`src/rtl/adpll_pkg.sv`:
```
// Shared ADPLL types and helpers: FSM state encoding, default widths and
// saturating/clamping arithmetic reused by the loop filter and DCO driver.
package adpll_pkg;

  typedef enum logic [2:0] {
    IDLE   = 3'd0,
    ARMED  = 3'd1,
    SETTLE = 3'd2,
    SAMPLE = 3'd3,
    UPDATE = 3'd4
  } state_t;

  localparam int WIDTH_DEF      = 5;
  localparam int CTRL_WIDTH_DEF = 12;
  localparam int INT_WIDTH_DEF  = 16;
  localparam int CTRL_INIT_DEF  = 2048;

  // Saturate v to the range of a w-bit two's-complement number.
  function automatic logic signed [31:0] sat_signed(input logic signed [31:0] v,
                                                    input int w);
    logic signed [31:0] hi;
    logic signed [31:0] lo;
    hi = (32'sd1 <<< (w - 1)) - 32'sd1;
    lo = -(32'sd1 <<< (w - 1));
    if (v > hi) return hi;
    if (v < lo) return lo;
    return v;
  endfunction

  function automatic logic signed [31:0] clamp(input logic signed [31:0] v,
                                               input logic signed [31:0] lo,
                                               input logic signed [31:0] hi);
    if (v > hi) return hi;
    if (v < lo) return lo;
    return v;
  endfunction

endpackage

```
`src/rtl/adpll_sync_edge.sv`:
```
// Two-flop synchroniser plus rising-edge detector for asynchronous ADPLL strobes.
// rise_o is a one-cycle pulse in the cycle the synchronised level first reads 1.
module adpll_sync_edge (
  input  logic clk_i,
  input  logic rst_ni,
  input  logic async_i,
  output logic rise_o
);

  logic meta_q;
  logic sync_q;
  logic prev_q;

  always_ff @(posedge clk_i or negedge rst_ni) begin
    if (!rst_ni) begin
      meta_q <= 1'b0;
      sync_q <= 1'b0;
      prev_q <= 1'b0;
    end else begin
      meta_q <= async_i;
      sync_q <= meta_q;
      prev_q <= sync_q;
    end
  end

  assign rise_o = sync_q & ~prev_q;

endmodule

```
`src/rtl/adpll_loop_filter.sv`:
```
// ADPLL proportional-integral loop filter: samples the detector error once per
// reference edge and drives a clamped DCO control word. Lock detection is
// compiled in with ADPLL_LOOP_FILTER_LOCK_DETECT_EN.
module adpll_loop_filter
  import adpll_pkg::*;
#(
  parameter int WIDTH         = WIDTH_DEF,
  parameter int CTRL_WIDTH    = CTRL_WIDTH_DEF,
  parameter int INT_WIDTH     = INT_WIDTH_DEF,
  parameter int KP_SHIFT      = 3,
  parameter int KI_SHIFT      = 0,
  parameter int SETTLE_CYCLES = 2,
  parameter int CTRL_INIT     = CTRL_INIT_DEF,
  parameter int LOCK_THRESH   = 1,
  parameter int LOCK_COUNT    = 8
) (
  input  logic                  fpga_clk_i,
  input  logic                  reset_n_i,
  input  logic                  reference_i,
  input  logic [WIDTH-1:0]      pd_error_i,
  input  logic                  enable_i,
  output logic [CTRL_WIDTH-1:0] ctrl_word_o,
  output logic                  ctrl_valid_o,
  output logic                  saturated_o,
  output logic                  locked_o,
  output logic [2:0]            state_o
);

  localparam int XW = INT_WIDTH + 2;
  localparam int CW = $clog2(SETTLE_CYCLES) + 1;
  localparam int CTRL_MAX = (1 << CTRL_WIDTH) - 1;
  localparam logic signed [XW-1:0] INIT_X = XW'(CTRL_INIT);
  localparam logic signed [XW-1:0] MAX_X  = XW'(CTRL_MAX);

  if (SETTLE_CYCLES < 1 || LOCK_COUNT < 1 || LOCK_THRESH < 0) begin : g_bad_param
    $error("adpll_loop_filter: SETTLE_CYCLES and LOCK_COUNT must be >= 1");
  end

  state_t state_q, state_d;
  logic   ref_rise;
  logic [CW-1:0] cnt_q;

  logic signed [INT_WIDTH-1:0]  err_q, integ_q, integ_d, i_next;
  logic signed [XW-1:0]         err_x, i_sum, sum_x;
  logic                         hi_clip, lo_clip, freeze;
  logic [CTRL_WIDTH-1:0]        word_q, word_new;
  logic                         sat_q;

  adpll_sync_edge u_ref_sync (
    .clk_i  (fpga_clk_i),
    .rst_ni (reset_n_i),
    .async_i(reference_i),
    .rise_o (ref_rise)
  );

  always_ff @(posedge fpga_clk_i or negedge reset_n_i) begin
    if (!reset_n_i) state_q <= IDLE;
    else            state_q <= state_d;
  end

  always_comb begin
    state_d = state_q;
    if (!enable_i) begin
      state_d = IDLE;
    end else begin
      case (state_q)
        IDLE:    state_d = ARMED;
        ARMED:   if (ref_rise) state_d = SETTLE;
        SETTLE:  if (cnt_q == '0) state_d = SAMPLE;
        SAMPLE:  state_d = UPDATE;
        UPDATE:  state_d = ARMED;
        default: state_d = IDLE;
      endcase
    end
  end

  // The new word is presented combinationally during UPDATE so the valid
  // pulse and the data it qualifies share the same cycle.
  always_comb begin
    ctrl_valid_o = (state_q == UPDATE);
    ctrl_word_o  = ctrl_valid_o ? word_new : word_q;
    saturated_o  = ctrl_valid_o ? (hi_clip | lo_clip) : sat_q;
    state_o      = state_q;
  end

  always_ff @(posedge fpga_clk_i or negedge reset_n_i) begin
    if (!reset_n_i) begin
      cnt_q <= '0;
    end else if (state_q == ARMED) begin
      cnt_q <= CW'(SETTLE_CYCLES - 1);
    end else if (state_q == SETTLE && cnt_q != '0) begin
      cnt_q <= cnt_q - CW'(1);
    end
  end

  always_comb begin
    err_x    = XW'(err_q);
    i_sum    = XW'(integ_q) + (err_x <<< KI_SHIFT);
    i_next   = INT_WIDTH'(sat_signed(32'(i_sum), INT_WIDTH));
    sum_x    = INIT_X + XW'(i_next) + (err_x <<< KP_SHIFT);
    hi_clip  = (sum_x > MAX_X);
    lo_clip  = sum_x[XW-1];
    word_new = CTRL_WIDTH'(clamp(32'(sum_x), 32'sd0, 32'(CTRL_MAX)));
    // Anti-windup: stop integrating further into a limit already hit.
    freeze   = (hi_clip && !err_x[XW-1] && (err_x != '0)) || (lo_clip && err_x[XW-1]);
    integ_d  = freeze ? integ_q : i_next;
  end

  always_ff @(posedge fpga_clk_i or negedge reset_n_i) begin
    if (!reset_n_i) begin
      err_q   <= '0;
      integ_q <= '0;
      word_q  <= CTRL_WIDTH'(CTRL_INIT);
      sat_q   <= 1'b0;
    end else begin
      if (state_q == SAMPLE) err_q <= INT_WIDTH'($signed(pd_error_i));
      if (state_q == UPDATE) begin
        integ_q <= integ_d;
        word_q  <= word_new;
        sat_q   <= hi_clip | lo_clip;
      end
    end
  end

`ifdef ADPLL_LOOP_FILTER_LOCK_DETECT_EN
  localparam int LCW = $clog2(LOCK_COUNT + 1);
  logic [LCW-1:0]       lock_cnt_q;
  logic signed [XW-1:0] err_abs;
  logic                 in_lock;

  always_comb begin
    err_abs = err_x[XW-1] ? -err_x : err_x;
    in_lock = (err_abs <= XW'(LOCK_THRESH));
  end

  always_ff @(posedge fpga_clk_i or negedge reset_n_i) begin
    if (!reset_n_i) begin
      lock_cnt_q <= '0;
    end else if (!enable_i) begin
      lock_cnt_q <= '0;
    end else if (state_q == UPDATE) begin
      if (!in_lock)                            lock_cnt_q <= '0;
      else if (lock_cnt_q != LCW'(LOCK_COUNT)) lock_cnt_q <= lock_cnt_q + LCW'(1);
    end
  end

  assign locked_o = (lock_cnt_q == LCW'(LOCK_COUNT));
`else
  assign locked_o = 1'b0;
`endif

endmodule

```
`config.mk`:
```
export PLATFORM = sky130hd
export DESIGN_NAME = adpll_loop_filter
export DESIGN_NICKNAME = d
export VERILOG_FILES = /design/src/rtl/adpll_pkg.sv /design/src/rtl/adpll_sync_edge.sv /design/src/rtl/adpll_loop_filter.sv
export SDC_FILE = /design/constraint.sdc
export NUM_CORES = 1
export LEC_CHECK = 0
export CORE_AREA = 8 8 117 76
export DETAILED_ROUTE_END_ITERATION = 10
export DIE_AREA = 0 0 125 84
export PLACE_DENSITY = 0.74
export SYNTH_ARGS = -nofsm -noshare
export SYNTH_HDL_FRONTEND = slang
export SYNTH_HIERARCHICAL = 1
export SYNTH_SLANG_ARGS = --single-unit
```
`constraint.sdc`:
```
create_clock -name fpga_clk_i -period 7.5 [get_ports fpga_clk_i]
set_input_delay 1.5 -clock fpga_clk_i [delete_from_list [all_inputs] [get_ports fpga_clk_i]]
set_output_delay 1.5 -clock fpga_clk_i [all_outputs]
set_load 0.02 [all_outputs]
```
# ---- Word-level counts from Yosys, hierarchy flattened
# Cells that the tools add are included.
dict set report totals {
  register_bits 42
  elab_cells 64
}
dict set report op_classes {
  add_sub_neg 4
  order_cmp 5
  eq_ne 6
  n_mux 22
  n_bitwise 4
  reduce_logical 14
}
# operator count
set ops {}
lappend ops {{two-way mux 16 bit} 4}
lappend ops {{two-way mux 12 bit} 5}
lappend ops {{greater-than comparator 18 x 13 -> 1 bit, second input constant} 2}
lappend ops {{adder 17 x 8 -> 18 bit} 1}
lappend ops {{< comparator 18 x 1 -> 1 bit, second input constant} 1}
lappend ops {{nonzero test 18 bit} 1}
lappend ops {{adder 13 x 16 -> 17 bit, first input constant} 1}
lappend ops {{adder 16 x 5 -> 17 bit} 1}
lappend ops {{greater-than comparator 17 x 16 -> 1 bit, second input constant} 1}
lappend ops {{< comparator 17 x 16 -> 1 bit, second input constant} 1}
lappend ops {{case mux 3 bit (4 select lines)} 1}
lappend ops {{two-way mux 3 bit} 3}
lappend ops {{two-way mux 1 bit} 7}
lappend ops {{== test 3 x 2 -> 1 bit, second input constant} 2}
lappend ops {{!= test 3 bit, second input constant} 2}
lappend ops {{logical AND 1 bit} 4}
lappend ops {{two-way mux 2 bit} 2}
lappend ops {{AND reduction 2 bit} 2}
lappend ops {{nonzero test 2 bit} 2}
lappend ops {{== test 3 x 1 -> 1 bit, second input constant} 1}
lappend ops {{== test 3 bit, second input constant} 1}
lappend ops {{zero test 3 bit} 1}
lappend ops {{zero test 2 bit} 1}
lappend ops {{NOT 1 bit} 2}
lappend ops {{6 further kinds} 6}

# ---- Longest topological paths before layout
dict set report logic_depth {
  word_depth 14
  mapped_depth 24
}

# ---- Cells and area by module
# The synthesis kept the hierarchy.
# mod instances cells_each area_each_um2 seq_area_each_um2
set modules_own_cells {}
lappend modules_own_cells {adpll_loop_filter 1 369 3377.0 977.2}
lappend modules_own_cells {adpll_sync_edge 1 4 88.8 75.1}

# ---- Least setup slack after synthesis
# No wires, ideal clock.
dict set report synth_timing {
  kind {register to output}
  startpoint {register, netlist name err_q[4]}
  endpoint {output ctrl_word_o[1]}
  t_arrival_ps 5481
  required_time_ps 6000
  path_slack_ps 519
  stages_incl_launch_ff 23
  path_buffers 2
  path_cell_list {dfrtp_1 -> ha_1 -> a2111oi_0 -> o21ai_0 -> a31oi_1 -> o21ai_0 -> nand3b_1 -> and2_1 -> buf_2 -> a21o_1 -> ha_1 -> ha_1 -> inv_1 -> fa_1 -> nand2b_1 -> a21o_1 -> a21oi_2 -> a2111oi_4 -> o211a_1 -> o2111ai_1 -> clkbuf_1 -> a211oi_1 -> o21ai_0}
}
dict set report synth_between {
  elab_chain_len 14
}
# item line_no
set synth_rtl {}
lappend synth_rtl {{adder 16 x 5 -> 17 bit (*)} adpll_loop_filter.sv:98} ;# i_sum = XW'(integ_q) + (err_x <<< KI_SHIFT);
lappend synth_rtl {{< comparator 17 x 16 -> 1 bit} adpll_pkg.sv:26} ;# if (v < lo) return lo;
lappend synth_rtl {{two-way mux 1 bit (2 in a row)} adpll_pkg.sv:26}
lappend synth_rtl {{two-way mux 16 bit} adpll_pkg.sv:27} ;# return v;
lappend synth_rtl {{two-way mux 16 bit (*)} adpll_pkg.sv:26}
lappend synth_rtl {{named net i_next[4]} adpll_loop_filter.sv:43} ;# logic signed [INT_WIDTH-1:0] err_q, integ_q, integ_d, i_next;
lappend synth_rtl {{adder 13 x 16 -> 17 bit (*)} adpll_loop_filter.sv:100} ;# sum_x = INIT_X + XW'(i_next) + (err_x <<< KP_SHIFT);
lappend synth_rtl {{adder 17 x 8 -> 18 bit (*)} adpll_loop_filter.sv:100}
lappend synth_rtl {{< comparator 18 x 1 -> 1 bit} adpll_pkg.sv:34} ;# if (v < lo) return lo;
lappend synth_rtl {{two-way mux 1 bit (2 in a row)} adpll_pkg.sv:34}
lappend synth_rtl {{two-way mux 12 bit} adpll_pkg.sv:35} ;# return v;
lappend synth_rtl {{two-way mux 12 bit (*)} adpll_pkg.sv:34}
lappend synth_rtl {{two-way mux 12 bit (*)} n/a}
lappend synth_rtl {{to (decl)} adpll_loop_filter.sv:22} ;# output logic [CTRL_WIDTH-1:0] ctrl_word_o,
# Mark *: on every way through the listed nets, which the timed path passes. The rest lies on a longest branch. The select of a mux whose other input is x is not followed.

# ---- Final worst setup path
dict set report layout_timing {
  startpoint {register, netlist name err_q[4]}
  endpoint {output ctrl_word_o[9]}
}
dict set report layout_between {
  elab_chain_len 14
}
# item line_no
set layout_rtl {}
lappend layout_rtl {{adder 16 x 5 -> 17 bit (*)} adpll_loop_filter.sv:98}
lappend layout_rtl {{< comparator 17 x 16 -> 1 bit} adpll_pkg.sv:26}
lappend layout_rtl {{two-way mux 1 bit (2 in a row)} adpll_pkg.sv:26}
lappend layout_rtl {{two-way mux 16 bit} adpll_pkg.sv:27}
lappend layout_rtl {{two-way mux 16 bit (*)} adpll_pkg.sv:26}
lappend layout_rtl {{named net i_next[4]} adpll_loop_filter.sv:43}
lappend layout_rtl {{adder 13 x 16 -> 17 bit (*)} adpll_loop_filter.sv:100}
lappend layout_rtl {{adder 17 x 8 -> 18 bit (*)} adpll_loop_filter.sv:100}
lappend layout_rtl {{< comparator 18 x 1 -> 1 bit} adpll_pkg.sv:34}
lappend layout_rtl {{two-way mux 1 bit (2 in a row)} adpll_pkg.sv:34}
lappend layout_rtl {{two-way mux 12 bit} adpll_pkg.sv:35}
lappend layout_rtl {{two-way mux 12 bit (*)} adpll_pkg.sv:34}
lappend layout_rtl {{two-way mux 12 bit (*)} n/a}
# Marked as above.

==> summary.txt <==
Fill count: 616
Worst hold start: u_ref_sync/meta_q$_DFF_PN0_
WL met1: 4340 microns
Yosys top cell area share: 29.6%
Period minus WS final: 7.17 ns
DPL Wire Length: 6320 microns
Worst Path Buf+Inv: 2
Worst-path cell chain: ha_1 -> a2111oi_0 -> o21ai_1 -> a31oi_2 -> o21ai_4 -> nand3b_1 -> and2_1 -> a21o_1 -> ha_1 -> ha_1 -> inv_1 -> fa_1 -> nand2b_1 -> a21o_1 -> a21oi_4 -> o21ai_0 -> a211oi_2 -> o2111ai_2 -> o21ai_0 -> o21ai_1 -> dlygate4sd2_1
Largest net degree at the start of global routing: 43
CP arrival: 5.67 ns
Initial antenna violation count: 0
Mapped Cells: 373
HP Class: reg -> reg
R2r endpoint: integ_q[5]$_DFFE_PN0P_
Status: completed
Reg2reg path depth: 20
Post-synthesis sequential area ratio: 30.4%
Syn_area_per_cell: 9.29 sq um
Seq cells post-synth: 42
Worst-margin pin slew: 0.936 ns
Max Clock Freq: 139 MHz
Reg clk slew, reported paths: 0.06 ns
Die width: 125 microns
Synth area leaders: dfrtp_1 30%, ha_1 16%, o21ai_0 4.8%
Wirelength per Cell: 16.9 microns
Hold Crit Endpoint: u_ref_sync/sync_q$_DFF_PN0_
Number of diodes: 0
Top Metal Used: met4
Num rows: 24
I/O Pins: 27
Commonest non-fill, non-tap cell in the layout: ha_1
First-pass GRT wire length: 14400 microns
Synth unique cells: 59
All-Layer GR Usage: 16.5%
Max-Cap Viols: 0
CP Capture Type: output pin
Worst EP required: 6.00 ns
Synth area leader: dfrtp_1
CP top delay family: compound AO/OA/AOI/OAI gates
Post-synthesis async set-or-reset flop share: 100%
Final Hold Fails: 0
Hold_ws: 0.355 ns
Clock skew: 0.00318 ns
Grt ovf: 0
Routed wire length: 8380 microns
Vias: 2904
Clock Path Buffers: 2
Worst hold path depth: 0
Cell mode on critical path: ha_1
Vias in the first global route: 2939
TritonRoute pass-1 iters: 4
Cell area after synthesis: 0.00347 sq mm
Met2 wire len: 3580 microns
Critical Path Fanout Max: 9
Die Y: 84 microns
Final nets: 457
Avg Vias per Cell: 5.87
Worst skew pair latency: 0.29 ns
TritonCTS clock tree: yes
Initial DRC Count: 177
Crit-path max cell delay: 0.49 ns
Die area: 0.0105 sq mm
# DRC: 0
FF-to-FF Start: err_q[4]$_DFFE_PN0P_
Flop-to-flop setup slack: 1.55 ns
RSZ-0062 raised after global routing: false
Final setup vio count: 0
Area of the core: 0.00709 sq mm
Slew HR: 37.6%
Initial Util: 48.9%
Clock Sinks: 42
CP max stage cell: dfrtp_2
Area Overhead vs Synth: 15.6%
Net Count, Synth: 427
Tcrit/Tclk final: 95.6%
CTS H-Tree Depth: 2
Clk Tree Root Cell: clkbuf_16
Final ANT Viol Nets: 0
Max Slew Vio Count: 0
Final Wtd Congestion: 0.907
Commonest cells after routing, fill and taps aside: 42 x ha_1, 39 x dfrtp_1, 31 x nand2_1, 29 x inv_1, 29 x a21oi_1
EDFF count, synth: 0
Worst setup path class: reg -> out
Input/output buffers: 25
Share of cells above drive strength 1: 17.1%
DR WL met3: 418 microns
Yosys warnings: 6
Crit path launch type: flip-flop
Ys flop type: dfrtp_1
CTS buffer count: 5
-- how the worst max path moves through the flow --
stage	start	end	slack (ns)	cells past startpoint
2_1_floorplan	err_q[4]$_DFFE_PN0P_	ctrl_word_o[1]	0.52	22
3_3_place_gp	err_q[4]$_DFFE_PN0P_	ctrl_word_o[1]	0.14	22
3_5_place_dp	err_q[4]$_DFFE_PN0P_	ctrl_word_o[0]	-0.03	22
4_1_cts	err_q[0]$_DFFE_PN0P_	saturated_o	0.04	21
5_1_grt	err_q[0]$_DFFE_PN0P_	ctrl_word_o[9]	0.005	23
6_report	err_q[4]$_DFFE_PN0P_	ctrl_word_o[9]	0.33	21
-- routing by layer --
metal  vias to the layer above  GRT usage (%)
met3                         9           4.15
met1                      1395           23.1
met2                        71           24.9
met4                         0           2.97
met5                         -              0
li1                       1429              -
-- sequential cells by signal, indices dropped and copies added, names as in the netlist --
signal,flops
sat_q,1
word_q,12
state_o,3
integ_q,16
u_ref_sync/meta_q,1
u_ref_sync/prev_q,1
err_q,5
u_ref_sync/sync_q,1
cnt_q,2
-- cells in the mapped netlist, types with 3 or more instances --
library cell   n
o21ai_0       33
nand2b_1       5
dfrtp_1       41
a311oi_1       3
a21oi_1       30
mux2_2        13
nor2b_1        3
and3_1         5
nor3_1         5
xnor2_1        6
clkbuf_1       4
o21a_1         4
nor2_1        18
inv_1         29
a21o_1        10
a31o_2         3
a31oi_1        3
or3_1          4
mux2_4         7
ha_1          43
o21bai_1       3
xor2_1         7
nand3_1        8
mux2i_1        5
a211oi_1       6
nand2_1       31
-- what timing repair did --
action | CTS | global route
resized for setup | 16 | 44
cloned | 0 | 0
hold buffers | 0 | 0
setup buffers | 0 | 1
endpoints found under the setup margin | 13 | 13
pin swaps | 0 | 2
-- cells by family after synthesis --
| family | count (synthesis) | synth area share [%] |
|---|---|---|
| AOI/OAI and AO/OA | 121 | 23.9 |
| and+or+nand+nor | 89 | 12.4 |
| adders and majority gates | 45 | 16.7 |
| DFF | 42 | 30.4 |
| buffers and inverters | 37 | 4.51 |
| muxes | 25 | 8.70 |
| xor gates and xnor gates | 13 | 3.29 |
| other | 1 | 0.108 |
-- stage by stage --
step,setup slack [ns],std cells,setup TNS [ns],util (%),area [sq um]
floorplan,0.519,373,0,-,3470
global placement,0.143,486,0,53.8,3810
detailed placement,-0.0287,486,-0.0287,53.8,3810
CTS,0.0400,494,0,56.1,3980
global route,0.00543,495,0,56.5,4010
finish,0.330,495,0,56.5,4010
-- cell type report --
cell class | count | area [sq um] | area share [%]
Clock buffer | 5 | 125 | 3.12
Clock inverter | 3 | 43.8 | 1.09
Inverter | 29 | 109 | 2.72
Multi-Input combinational cell | 294 | 2320 | 57.9
Sequential cell | 42 | 1050 | 26.3
Tap cell | 91 | 114 | 2.84
Timing Repair Buffer | 31 | 240 | 6.00
-- worst register-to-register path, stage by stage (launching register included) --
cell and delay (ns):
dfrtp_2 0.49, ha_1 0.40, a2111oi_0 0.38, o21ai_1 0.21, a31oi_2 0.27, o21ai_4 0.11
nand3b_1 0.21, and2_1 0.23, a21o_1 0.21, ha_1 0.30, ha_1 0.20, inv_1 0.06
fa_1 0.38, nand2b_1 0.19, a21o_1 0.23, a21oi_4 0.20, o21ai_0 0.12, a211oi_2 0.25
o2111ai_2 0.21, a41oi_4 0.74, mux2_2 0.44
Power is not shown: default switching activity piles up to over one toggle a cycle in this logic, so the estimate is an artifact.
